--- config.mk ---
export PLATFORM = sky130hd
export DESIGN_NAME = mmio_gpio
export DESIGN_NICKNAME = d
export VERILOG_FILES = /design/src/rtl/mmio_gpio_pkg.sv /design/src/rtl/switch_debounce.sv /design/src/rtl/mmio_gpio.sv
export SDC_FILE = /design/constraint.sdc
export NUM_CORES = 1
export LEC_CHECK = 0
export ABC_AREA = 1
export BUFFER_PORTS_ARGS = -buffer_cell sky130_fd_sc_hd__buf_2
export CAP_MARGIN = 40
export CORE_UTILIZATION = 37
export CTS_CLUSTER_SIZE = 30
export DETAILED_ROUTE_END_ITERATION = 10
export GPL_ROUTABILITY_DRIVEN = 1
export GPL_TIMING_DRIVEN = 0
export PLACE_DENSITY_LB_ADDON = 0.3
export SYNTH_ARGS = -nofsm -noshare
export SYNTH_HDL_FRONTEND = slang
export SYNTH_SLANG_ARGS = --single-unit
export TNS_END_PERCENT = 50
--- constraint.sdc ---
create_clock -name clock -period 1.92 [get_ports clock]
set_input_delay 0.192 -clock clock [delete_from_list [all_inputs] [get_ports clock]]
set_output_delay 0.192 -clock clock [all_outputs]
set_load 0.05 [all_outputs]
--- src/rtl/mmio_gpio_pkg.sv ---
// Shared definitions for the memory-mapped GPIO block: bus width, register
// offsets and the STATUS word layout.
package mmio_gpio_pkg;

    localparam int DATA_W = 16;

    typedef logic [DATA_W-1:0] data_t;
    typedef logic [1:0]        reg_off_t;

    localparam reg_off_t OFF_SW     = 2'd0;
    localparam reg_off_t OFF_LED    = 2'd1;
    localparam reg_off_t OFF_EDGE   = 2'd2;
    localparam reg_off_t OFF_STATUS = 2'd3;

    // STATUS: bit0 = debounce pending, bit1 = interrupt, upper bits zero.
    function automatic data_t status_word(input logic busy, input logic irq);
        return {{(DATA_W-2){1'b0}}, irq, busy};
    endfunction

endpackage

--- src/rtl/switch_debounce.sv ---
// Two-flop synchronizer followed by a shared-counter debouncer; a new switch
// pattern is accepted only after it has been stable for DEBOUNCE_CYCLES cycles.
module switch_debounce
    import mmio_gpio_pkg::*;
#(
    parameter logic [15:0] DEBOUNCE_CYCLES = 16'd50000
) (
    input  logic              clock,
    input  logic              reset,
    input  logic [DATA_W-1:0] raw,
    output logic [DATA_W-1:0] clean,
    output logic              busy
);

    localparam logic [15:0] CNT_LIMIT = DEBOUNCE_CYCLES - 16'd1;
    localparam logic        SINGLE    = (DEBOUNCE_CYCLES == 16'd1);

    logic [DATA_W-1:0] meta_q;
    logic [DATA_W-1:0] sync_q;
    logic [DATA_W-1:0] prev_q;
    logic [DATA_W-1:0] clean_q;
    logic [DATA_W-1:0] clean_d;
    logic [15:0]       cnt_q;
    logic [15:0]       cnt_d;
    logic              differs;
    logic              stable;
    logic              accept;

    assign differs = (sync_q != clean_q);
    assign stable  = (sync_q == prev_q);
    // With a one-cycle window the first differing sample is accepted outright.
    assign accept  = differs && (cnt_q == CNT_LIMIT) && (stable || SINGLE);

    always_comb begin
        cnt_d   = cnt_q + 16'd1;
        clean_d = clean_q;
        if (accept) begin
            cnt_d   = '0;
            clean_d = sync_q;
        end else if (!differs || !stable) begin
            cnt_d   = '0;
        end
    end

    always_ff @(posedge clock or negedge reset) begin
        if (!reset) begin
            meta_q  <= '0;
            sync_q  <= '0;
            prev_q  <= '0;
            clean_q <= '0;
            cnt_q   <= '0;
        end else begin
            meta_q  <= raw;
            sync_q  <= meta_q;
            prev_q  <= sync_q;
            clean_q <= clean_d;
            cnt_q   <= cnt_d;
        end
    end

    assign clean = clean_q;
    assign busy  = differs;

endmodule

--- src/rtl/mmio_gpio.sv ---
// Memory-mapped GPIO: debounced switches, LED register, sticky rising-edge
// capture with interrupt. Edge capture is built only when GPIO_EDGE_CAPTURE_EN is defined.
module mmio_gpio
    import mmio_gpio_pkg::*;
#(
    parameter logic [15:0] BASE_ADDR       = 16'hFFF0,
    parameter logic [15:0] DEBOUNCE_CYCLES = 16'd50000
) (
    input  logic        clock,
    input  logic        reset,
    input  logic [15:0] switches,
    output logic [15:0] leds,
    input  logic [15:0] addr,
    input  logic [15:0] wdata,
    input  logic        we,
    input  logic        re,
    output logic [15:0] rdata,
    output logic        hit,
    output logic        irq
);

    data_t    clean;
    logic     busy;
    logic [15:0] offset_full;
    reg_off_t offset;
    logic     decoded;
    logic     rd_en;
    logic     wr_en;
    data_t    leds_q;
    data_t    leds_d;
    data_t    rdata_q;
    data_t    rdata_d;
    logic     hit_q;
    logic     hit_d;
    data_t    edge_rd;
    logic     irq_bit;
    data_t    rd_mux;

    switch_debounce #(
        .DEBOUNCE_CYCLES(DEBOUNCE_CYCLES)
    ) u_debounce (
        .clock(clock),
        .reset(reset),
        .raw  (switches),
        .clean(clean),
        .busy (busy)
    );

    // Offsets are taken modulo 2^16 so a window near the top of memory still decodes.
    assign offset_full = addr - BASE_ADDR;
    assign decoded     = (offset_full[15:2] == 14'd0);
    assign offset      = offset_full[1:0];
    assign rd_en       = re & decoded;
    assign wr_en       = we & decoded;

`ifdef GPIO_EDGE_CAPTURE_EN
    data_t edge_q;
    data_t edge_d;
    data_t clean_prev_q;
    logic  irq_q;
    logic  wr_edge;

    assign wr_edge = wr_en && (offset == OFF_EDGE);

    // A rising edge wins over a same-cycle write-one-to-clear.
    for (genvar gi = 0; gi < DATA_W; gi++) begin : g_edge
        assign edge_d[gi] = (clean[gi] & ~clean_prev_q[gi]) |
                            (edge_q[gi] & ~(wr_edge & wdata[gi]));
    end

    always_ff @(posedge clock or negedge reset) begin
        if (!reset) begin
            edge_q       <= '0;
            clean_prev_q <= '0;
            irq_q        <= 1'b0;
        end else begin
            edge_q       <= edge_d;
            clean_prev_q <= clean;
            irq_q        <= |edge_d;
        end
    end

    assign edge_rd = edge_q;
    assign irq_bit = irq_q;
`else
    assign edge_rd = '0;
    assign irq_bit = 1'b0;
`endif

    always_comb begin
        rd_mux = '0;
        case (offset)
            OFF_SW:     rd_mux = clean;
            OFF_LED:    rd_mux = leds_q;
            OFF_EDGE:   rd_mux = edge_rd;
            OFF_STATUS: rd_mux = status_word(busy, irq_bit);
            default:    rd_mux = '0;
        endcase
    end

    always_comb begin
        rdata_d = rd_en ? rd_mux : '0;
        hit_d   = rd_en;
        leds_d  = leds_q;
        if (wr_en && (offset == OFF_LED)) begin
            leds_d = wdata;
        end
    end

    always_ff @(posedge clock or negedge reset) begin
        if (!reset) begin
            leds_q  <= '0;
            rdata_q <= '0;
            hit_q   <= 1'b0;
        end else begin
            leds_q  <= leds_d;
            rdata_q <= rdata_d;
            hit_q   <= hit_d;
        end
    end

    assign leds  = leds_q;
    assign rdata = rdata_q;
    assign hit   = hit_q;
    assign irq   = irq_bit;

endmodule

After elaboration in Yosys (flattened, before gate mapping)
Cells that the tools add are included.
{"block": "totals", "reg_bits": 113, "latchBits": 0, "mem_bits_rw": 0, "mem_bits_ro": 0, "in_bits": 52, "out_inout_bits": 34, "elab_cells": 30, "n_memories": 0}
{"block": "classes", "n_addsub": 2, "multipliers": 0, "div_mod_pow": 0, "order_cmp": 0, "n_eq_ne": 6, "shifts": 0, "mux": 4, "bitwise": 2, "reduce_logical": 8}
{"operator": "$pmux W16 S4", "count": 1}
{"operator": "$mux W16", "count": 3}
{"operator": "$add A16 B1 Y16 const B", "count": 1}
{"operator": "$eq A16 B16 Y1", "count": 1}
{"operator": "$eq A16 B16 Y1 const B", "count": 1}
{"operator": "$ne A16 B16 Y1", "count": 1}
{"operator": "$sub A16 B16 Y16 const B", "count": 1}
{"operator": "$logic_not A14 Y1", "count": 1}
{"operator": "$eq A2 B2 Y1 const B", "count": 2}
{"operator": "$logic_and A1 B1 Y1", "count": 3}
{"operator": "$and A1 B1 Y1", "count": 2}
{"operator": "$eq A2 B1 Y1 const B", "count": 1}
{"operator": "$logic_not A1 Y1", "count": 2}
{"operator": "$logic_not A2 Y1", "count": 1}
{"operator": "$logic_or A1 B1 Y1", "count": 1}

Logic depth before layout (Yosys ltp)
Gate-level depths: netlist of the first run.
{"block": "depth", "depth_word": 5, "mapped_depth": 11, "depth_no_buf": 10}

Hierarchy
A second synthesis of the first run with hierarchy kept.
{"block": "hier_totals", "cells_unflattened": 523, "area_unflattened_um2": 4830.9}
{"mod": "switch_debounce", "n_inst": 1, "cells_each": 327, "area_each_um2": 3281.9}
{"mod": "mmio_gpio", "n_inst": 1, "cells_each": 196, "area_each_um2": 1549.0}

Least setup slack after synthesis of the first run
OpenSTA, ideal clock, no wires.
{"block": "synth_path", "path_kind": "reg2reg", "from": "reg u_debounce.cnt_q[0]", "to": "reg u_debounce.clean_q[10] (netlist: u_debounce.clean[10])", "setup_ns": 0.118, "arrival_time_ns": 1.401, "path_slack_ns": 0.401, "stages_incl_launch_ff": 10, "path_buffers": 1, "period_less_slack_ns": 1.519, "path_cell_list": "dfrtp_1 ha_1 nand3_1 nor2_2 nand4_4 clkinv_4 nand3_4 buf_6 nand2_1 nand2_1"}
{"block": "synth_via", "elab_chain_len": 3}
{"item": "from (decl)", "line": "switch_debounce.sv:23", "rtl": "logic [15:0] cnt_q;"}
{"item": "from (signal assigned)", "line": "switch_debounce.sv:57", "rtl": "cnt_q <= cnt_d;"}
{"item": "$eq A16 B16 Y1", "line": "switch_debounce.sv:32", "rtl": "assign accept = differs && (cnt_q == CNT_LIMIT) && (stable || SINGLE);"}
{"item": "$logic_and A1 B1 Y1 (2 in series)", "line": "switch_debounce.sv:32"}
{"item": "to (signal assigned)", "line": "switch_debounce.sv:56", "rtl": "clean_q <= clean_d;"}
{"item": "to (decl)", "line": "switch_debounce.sv:21", "rtl": "logic [DATA_W-1:0] clean_q;"}
Every way passes these cells.
A chain may end at the register's enable or synchronous reset.

Worst setup path after layout of the first run
Same ends and word-level chain as after synthesis.

==> flow_metrics.tcl, run 1 <==
set metrics [dict create \
    num_rows 40 \
    ys_async_sr_fraction_pct 100.0 \
    switching_share_pct 20.66 \
    synthTopCellsByCount "nand2_1, dfrtp_1, inv_1" \
    p_comb_share_pct 3.8 \
    synth_top_family_by_area "simple AND/OR/NAND/NOR gates" \
    synth.distinct_cells 27 \
    grt_pass1_vias 3642 \
    critPathSlowestCell "dfrtp_1" \
    crit_required_ns 2.22 \
    syn_avg_cell_area_um2 9.163 \
    area_delta_synth_final_pct 31.73 \
    instances_no_fill 812 \
    grt_use_total_pct 16.68 \
    cts_resized 0 \
    wl_per_cell_um 12.11 \
    cts_max_level 4 \
    timing.hold.ws_ns 0.01111 \
    p_int_mw 4.881 \
    max_freq_ghz 0.5711 \
    path_cells "ha_1 > nand3_1 > nor2_2 > nand4_4 > clkinv_4 > nand3_4 > buf_6 > nand2_1 > nand2_1" \
    final_area_mm2 0.006156 \
    reg2reg_slack_ns 0.17 \
    muxShareOfSynthArea_pct 0 \
    nFillCells 1145 \
    tns_ns 0 \
    grt_overflow 0 \
    num_antenna_cells 0 \
    pin_count 86 \
    syn_inst 510 \
    yosys.area_share.xor_xnor_pct 4.123 \
    reg2regPathDepth 9 \
    p_leak_nw 3.025 \
    cts_tree "done" \
    yosysSeqAreaShare_pct 60.51 \
    synth-seq-cells 113 \
    synth_nets 563 \
    first_iter_violations 165 \
    firstDrtPassIters 4 \
    fin_worst_skew_ns 0.008446 \
    powerDensity_mw_per_mm2 999.3 \
    synth_compound_area_share_pct 3.748 \
    dpl_cell_area_mm2 0.005334 \
    synth.area.top_cells "dfrtp_1, nand2_1, inv_1" \
    synth_top_cell_by_area "dfrtp_1" \
    cts_buffer_depth 2 \
    drv_slew 0 \
    synth_fa_ha_area_share_pct 0.2677 \
    crit_type "reg2reg" \
    relSlewSlack_pct 58.15 \
    clock_power_share_pct 56.0 \
    reg2reg_from "u_debounce.cnt_q[0]" \
    gp_congestion 0.7960 \
    wl_um 9835 \
    synth_edf_count 0 \
    fin_crit_sh_pct 91.20 \
    finalSetupViolCount 0 \
    hold_buffers 17 \
    drv_cap 0 \
    placedCellCount 763 \
    critPathArrivalTime_ns 2.05 \
    p_sw_mw 1.271 \
    finalCriticalPeriod_ns 1.751 \
    die_area_mm2 0.01308 \
    hold_depth 3 \
    ant_nets 0 \
    clkTransAtPathRegs_ns 0.05 \
    synthFlopType "dfrtp_1" \
    via_per_inst 4.446 \
    rsz0062_at_grt "false" \
    die-width_um 114.4 \
    p_seq_share_pct 40.2 \
    postCtsSetupBuffers 0 \
    cts_buffers 17 \
    numPortBuffers 84 \
    die_h_um 114.4 \
    nNetsFinal 684 \
    drc 0 \
    cp-start-kind "register" \
    synth_area_mm2 0.004673 \
    cpPeakStageDelay_ns 0.37 \
    multi_input_area_mm2 0.001519 \
    antenna_found_initial 0 \
    tightest_slew_ns 0.6277 \
    critPathTopFamily "simple AND/OR/NAND/NOR gates" \
    cts_root_buf "clkbuf_16" \
    initial_core_util_pct 38.43 \
    min_to "leds[13]" \
    path_common_cell "nand2_1" \
    core_mm2 0.01216 \
    worstHoldPathType "in2reg" \
    yosys_warnings 0 \
    grt_max_degree 67 \
    fin_total_pwr_mw 6.152 \
    r2r-end "u_debounce.clean[10]" \
    synthSimpleGateAreaFrac_pct 24.28 \
    insertion_delay_ns 0.42 \
    yosysMostFrequentCell "nand2_1" \
    seq_area_mm2 0.002828 \
    endpoint_kind "register" \
    synth_top_area_share_pct 60.51 \
    cp_max_fo 10 \
    grt_pass1_wl_um 16680 \
    numClockSinks 113 \
    dp_hpwl_um 6790 \
    status "complete, no violations" \
    drive_gt1_share_pct 21.58 \
    critical_path_buf_inv_count 2 \
    min_from "wdata[13]" \
    vdd_ir_drop_max_v 0.0007496 \
    vias 3610 \
    hold_viol 0 \
]
## final cells by class
class	count	share of cell area, %
Tap cell	168	3.415
Clock inverter	13	3.394
Clock buffer	19	7.195
Multi-Input combinational cell	317	24.67
Timing Repair Buffer	102	10.08
Buffer	15	1.260
Inverter	65	4.045
Sequential cell	113	45.93
## worst max path at each step
stage,depth (start not counted),slack [ns],startpoint,endpoint
2_1_floorplan,9,0.40,u_debounce.cnt_q[0],u_debounce.clean[10]
3_3_place_gp,1,-0.62,reset,u_debounce.meta_q[10]
3_5_place_dp,9,0.18,u_debounce.cnt_q[0],u_debounce.clean[9]
4_1_cts,9,0.16,u_debounce.cnt_q[0],u_debounce.clean[10]
5_1_grt,9,0.03,u_debounce.cnt_q[0],u_debounce.clean[13]
6_report,9,0.17,u_debounce.cnt_q[0],u_debounce.clean[10]
## worst register-to-register path: cells and delay by family, from the launching register on
family	cells	cell delay [ns]
DFF	1	0.37
buffers and inverters	2	0.31
and+or+nand+nor	6	0.78
adders and majority gates	1	0.20
## routing by layer
layer	routed length, um	vias up	global-route usage, %	share of wire (%)
met4	139	0	8.139	1.4
li1	-	1840	-	-
met3	288	9	5.188	2.9
met5	0	-	0	0
met1	4600	1706	20.41	47
met2	4807	55	26.79	49
## layout by cell type (no fill, tap or decap), drive strengths merged, types with 15 or more instances in the layout
cell,Yosys,routed
xnor2,15,15
inv,64,65
nor2,46,46
clkbuf,7,26
buf,8,93
dfrtp,113,113
o21ai,17,17
nand3,27,27
dlygate4sd3,0,17
nand4,26,26
nand2,155,155
a21oi,18,18
## flip-flops by register name (all words and copies together) (netlist names)
signal	cells
u_debounce.cnt_q	16
u_debounce.sync_q	16
leds	16
u_debounce.clean	16
hit	1
u_debounce.meta_q	16
u_debounce.prev_q	16
rdata	16
## cell families (layout without fill, tap and decap cells)
group | count (synthesis) | count (layout)
buffers and inverters | 80 | 214
flip-flops | 113 | 113
AO/OA/AOI/OAI | 35 | 35
AND/OR/NAND/NOR | 258 | 258
adder cells (fa/ha/maj) | 1 | 1
other | 1 | 1
XOR/XNOR | 22 | 22
## power by group through the flow
stage | sequential, mW | combinational, mW | clock, mW
2_1_floorplan | 2.51 | 0.0897 | 0
3_3_place_gp | 2.51 | 0.199 | 0
3_5_place_dp | 2.52 | 0.211 | 0
4_1_cts | 2.48 | 0.239 | 3.51
5_1_grt | 2.48 | 0.268 | 3.63
6_report | 2.47 | 0.232 | 3.44
## per-stage QoR
step | setup WS, ns | util, %
floorplan | 0.4011 | -
global placement | -0.6171 | 43.61
detailed placement | 0.1796 | 43.86
global route | 0.02699 | 50.62
CTS | 0.1572 | 50.62
finish | 0.1690 | 50.62
No activity file was read; power rests on OpenSTA's default activity.
==> run 2: changes to the inputs <==
==> constraint.sdc (replaced) <==
create_clock -name clock -period 1.8 [get_ports clock]
set_input_delay 0.18 -clock clock [delete_from_list [all_inputs] [get_ports clock]]
set_output_delay 0.18 -clock clock [all_outputs]
set_load 0.05 [all_outputs]
==> flow_metrics.tcl, run 2 (same netlist as run 1, synthesis figures left out) <==
set metrics [dict create \
    firstDrtPassIters 4 \
    gp_congestion 0.7960 \
    core_mm2 0.01216 \
    p_sw_mw 1.361 \
    cp-start-kind "register" \
    dp_hpwl_um 6790 \
    crit_required_ns 2.10 \
    crit_type "reg2reg" \
    cts_buffers 17 \
    seq_area_mm2 0.002828 \
    die_h_um 114.4 \
    grt_overflow 0 \
    worstHoldPathType "in2reg" \
    endpoint_kind "register" \
    status "complete, no violations" \
    drive_gt1_share_pct 21.87 \
    grt_use_total_pct 16.81 \
    instances_no_fill 822 \
    nNetsFinal 694 \
    die_area_mm2 0.01308 \
    die-width_um 114.4 \
    p_comb_share_pct 4.0 \
    switching_share_pct 20.70 \
    final_common_cell "nand2_1" \
    drv_cap 0 \
    initial_core_util_pct 38.43 \
    min_from "wdata[5]" \
    cts_buffer_depth 2 \
    grt_max_degree 67 \
    grt_pass1_wl_um 16840 \
    p_int_mw 5.217 \
    wl_per_cell_um 12.16 \
    powerDensity_mw_per_mm2 1051 \
    finalCriticalPeriod_ns 1.680 \
    timing.hold.ws_ns 0.006481 \
    num_rows 40 \
    min_to "leds[5]" \
    via_per_inst 4.444 \
    drc 0 \
    tns_ns 0 \
    p_leak_nw 3.063 \
    cp-startpoint "u_debounce.cnt_q[0]" \
    hold_depth 3 \
    rsz0062_at_grt "false" \
    critPathArrivalTime_ns 1.98 \
    area_delta_synth_final_pct 33.92 \
    r2r-end "u_debounce.clean[10]" \
    final_area_mm2 0.006259 \
    first_iter_violations 161 \
    drv_slew 0 \
    nFillCells 1125 \
    hold_viol 0 \
    reg2regPathDepth 9 \
    clkTransAtPathRegs_ns 0.05 \
    cts_tree "done" \
    placedCellCount 763 \
    cts_max_level 4 \
    pin_count 86 \
    insertion_delay_ns 0.42 \
    multi_input_area_mm2 0.001526 \
    dpl_cell_area_mm2 0.005334 \
    reg2reg_slack_ns 0.12 \
    grt_pass1_vias 3692 \
    num_antenna_cells 0 \
    ant_nets 0 \
    fin_crit_sh_pct 93.31 \
    cts_root_buf "clkbuf_16" \
    tightest_slew_ns 0.6402 \
    relSlewSlack_pct 57.32 \
    final_cell_mix "nand2_1, dfrtp_1, buf_2, inv_1, nor2_1" \
    numClockSinks 113 \
    fin_worst_skew_ns 0.008960 \
    clock_power_share_pct 55.9 \
    reg2reg_from "u_debounce.cnt_q[0]" \
    vdd_ir_drop_max_v 0.0008016 \
    antenna_found_initial 0 \
    max_freq_ghz 0.5954 \
    p_seq_share_pct 40.1 \
    vias 3653 \
    cp_max_fo 10 \
    finalSetupViolCount 0 \
    wl_um 9999 \
    numPortBuffers 84 \
]
## run 2: cell types whose count changed in the layout (fill, tap and decap cells not counted), sizes merged
cell and change:
dlygate4sd3 +8, buf +2
## run 2: worst max-delay path by stage
stage | end
after global placement | u_debounce.meta_q[10]
final | u_debounce.clean[10]
after detailed placement | u_debounce.clean[9]
after floorplan | u_debounce.clean[10]
after global routing | u_debounce.cnt_q[8]
after CTS | u_debounce.clean[10]
## run 2: through the flow
| stage | utilization, % | setup WS (ns) | power (mW) |
|---|---|---|---|
| after floorplan | - | 0.2811 | 2.768 |
| after global placement | 43.61 | -0.7251 | 2.894 |
| after detailed placement | 43.86 | 0.05957 | 2.909 |
| after CTS | 51.28 | 0.03722 | 6.654 |
| after global routing | 51.46 | 0.007501 | 6.819 |
| final | 51.46 | 0.1205 | 6.578 |
## run 2: layout make-up
| class | instances | share of cell area [%] |
|---|---|---|
| clock buffer | 19 | 7.077 |
| sequential | 113 | 45.18 |
| inverter | 65 | 3.978 |
| timing repair buffer | 112 | 11.44 |
| buffer | 15 | 1.240 |
| clock inverter | 13 | 3.339 |
| tap | 168 | 3.359 |
| multi-input combinational | 317 | 24.39 |
## run 2: routing by layer
layer	up-vias	track usage (%)	part of all wire, %
met5	-	0	0
met1	1728	20.48	47
met3	12	5.188	2.8
li1	1858	-	-
met4	0	8.139	1.8
met2	55	27.19	48
## run 2: power groups by stage
stage          sequential (mW)  combinational [mW]  clock (mW)
5_1_grt                   2.65               0.300        3.87
3_5_place_dp              2.68               0.225           0
6_report                  2.64               0.262        3.68
3_3_place_gp              2.68               0.212           0
4_1_cts                   2.64               0.268        3.75
2_1_floorplan             2.67              0.0956           0
## run 2: worst max-delay path: stages (launching register included)
cell	delay, ns
dfrtp_1	0.37
ha_2	0.21
nand3_2	0.12
nor2_2	0.16
nand4_4	0.15
clkinv_4	0.13
nand3_4	0.13
buf_6	0.18
nand2_1	0.07
nand2_1	0.06
## run 2: repair_timing
item                       4_1_cts  5_1_grt
hold buffers                    25        0
setup endpoints to repair        0       16
hold endpoints to repair        71        0
buffers inserted                 0        2
gates resized for setup          0        2
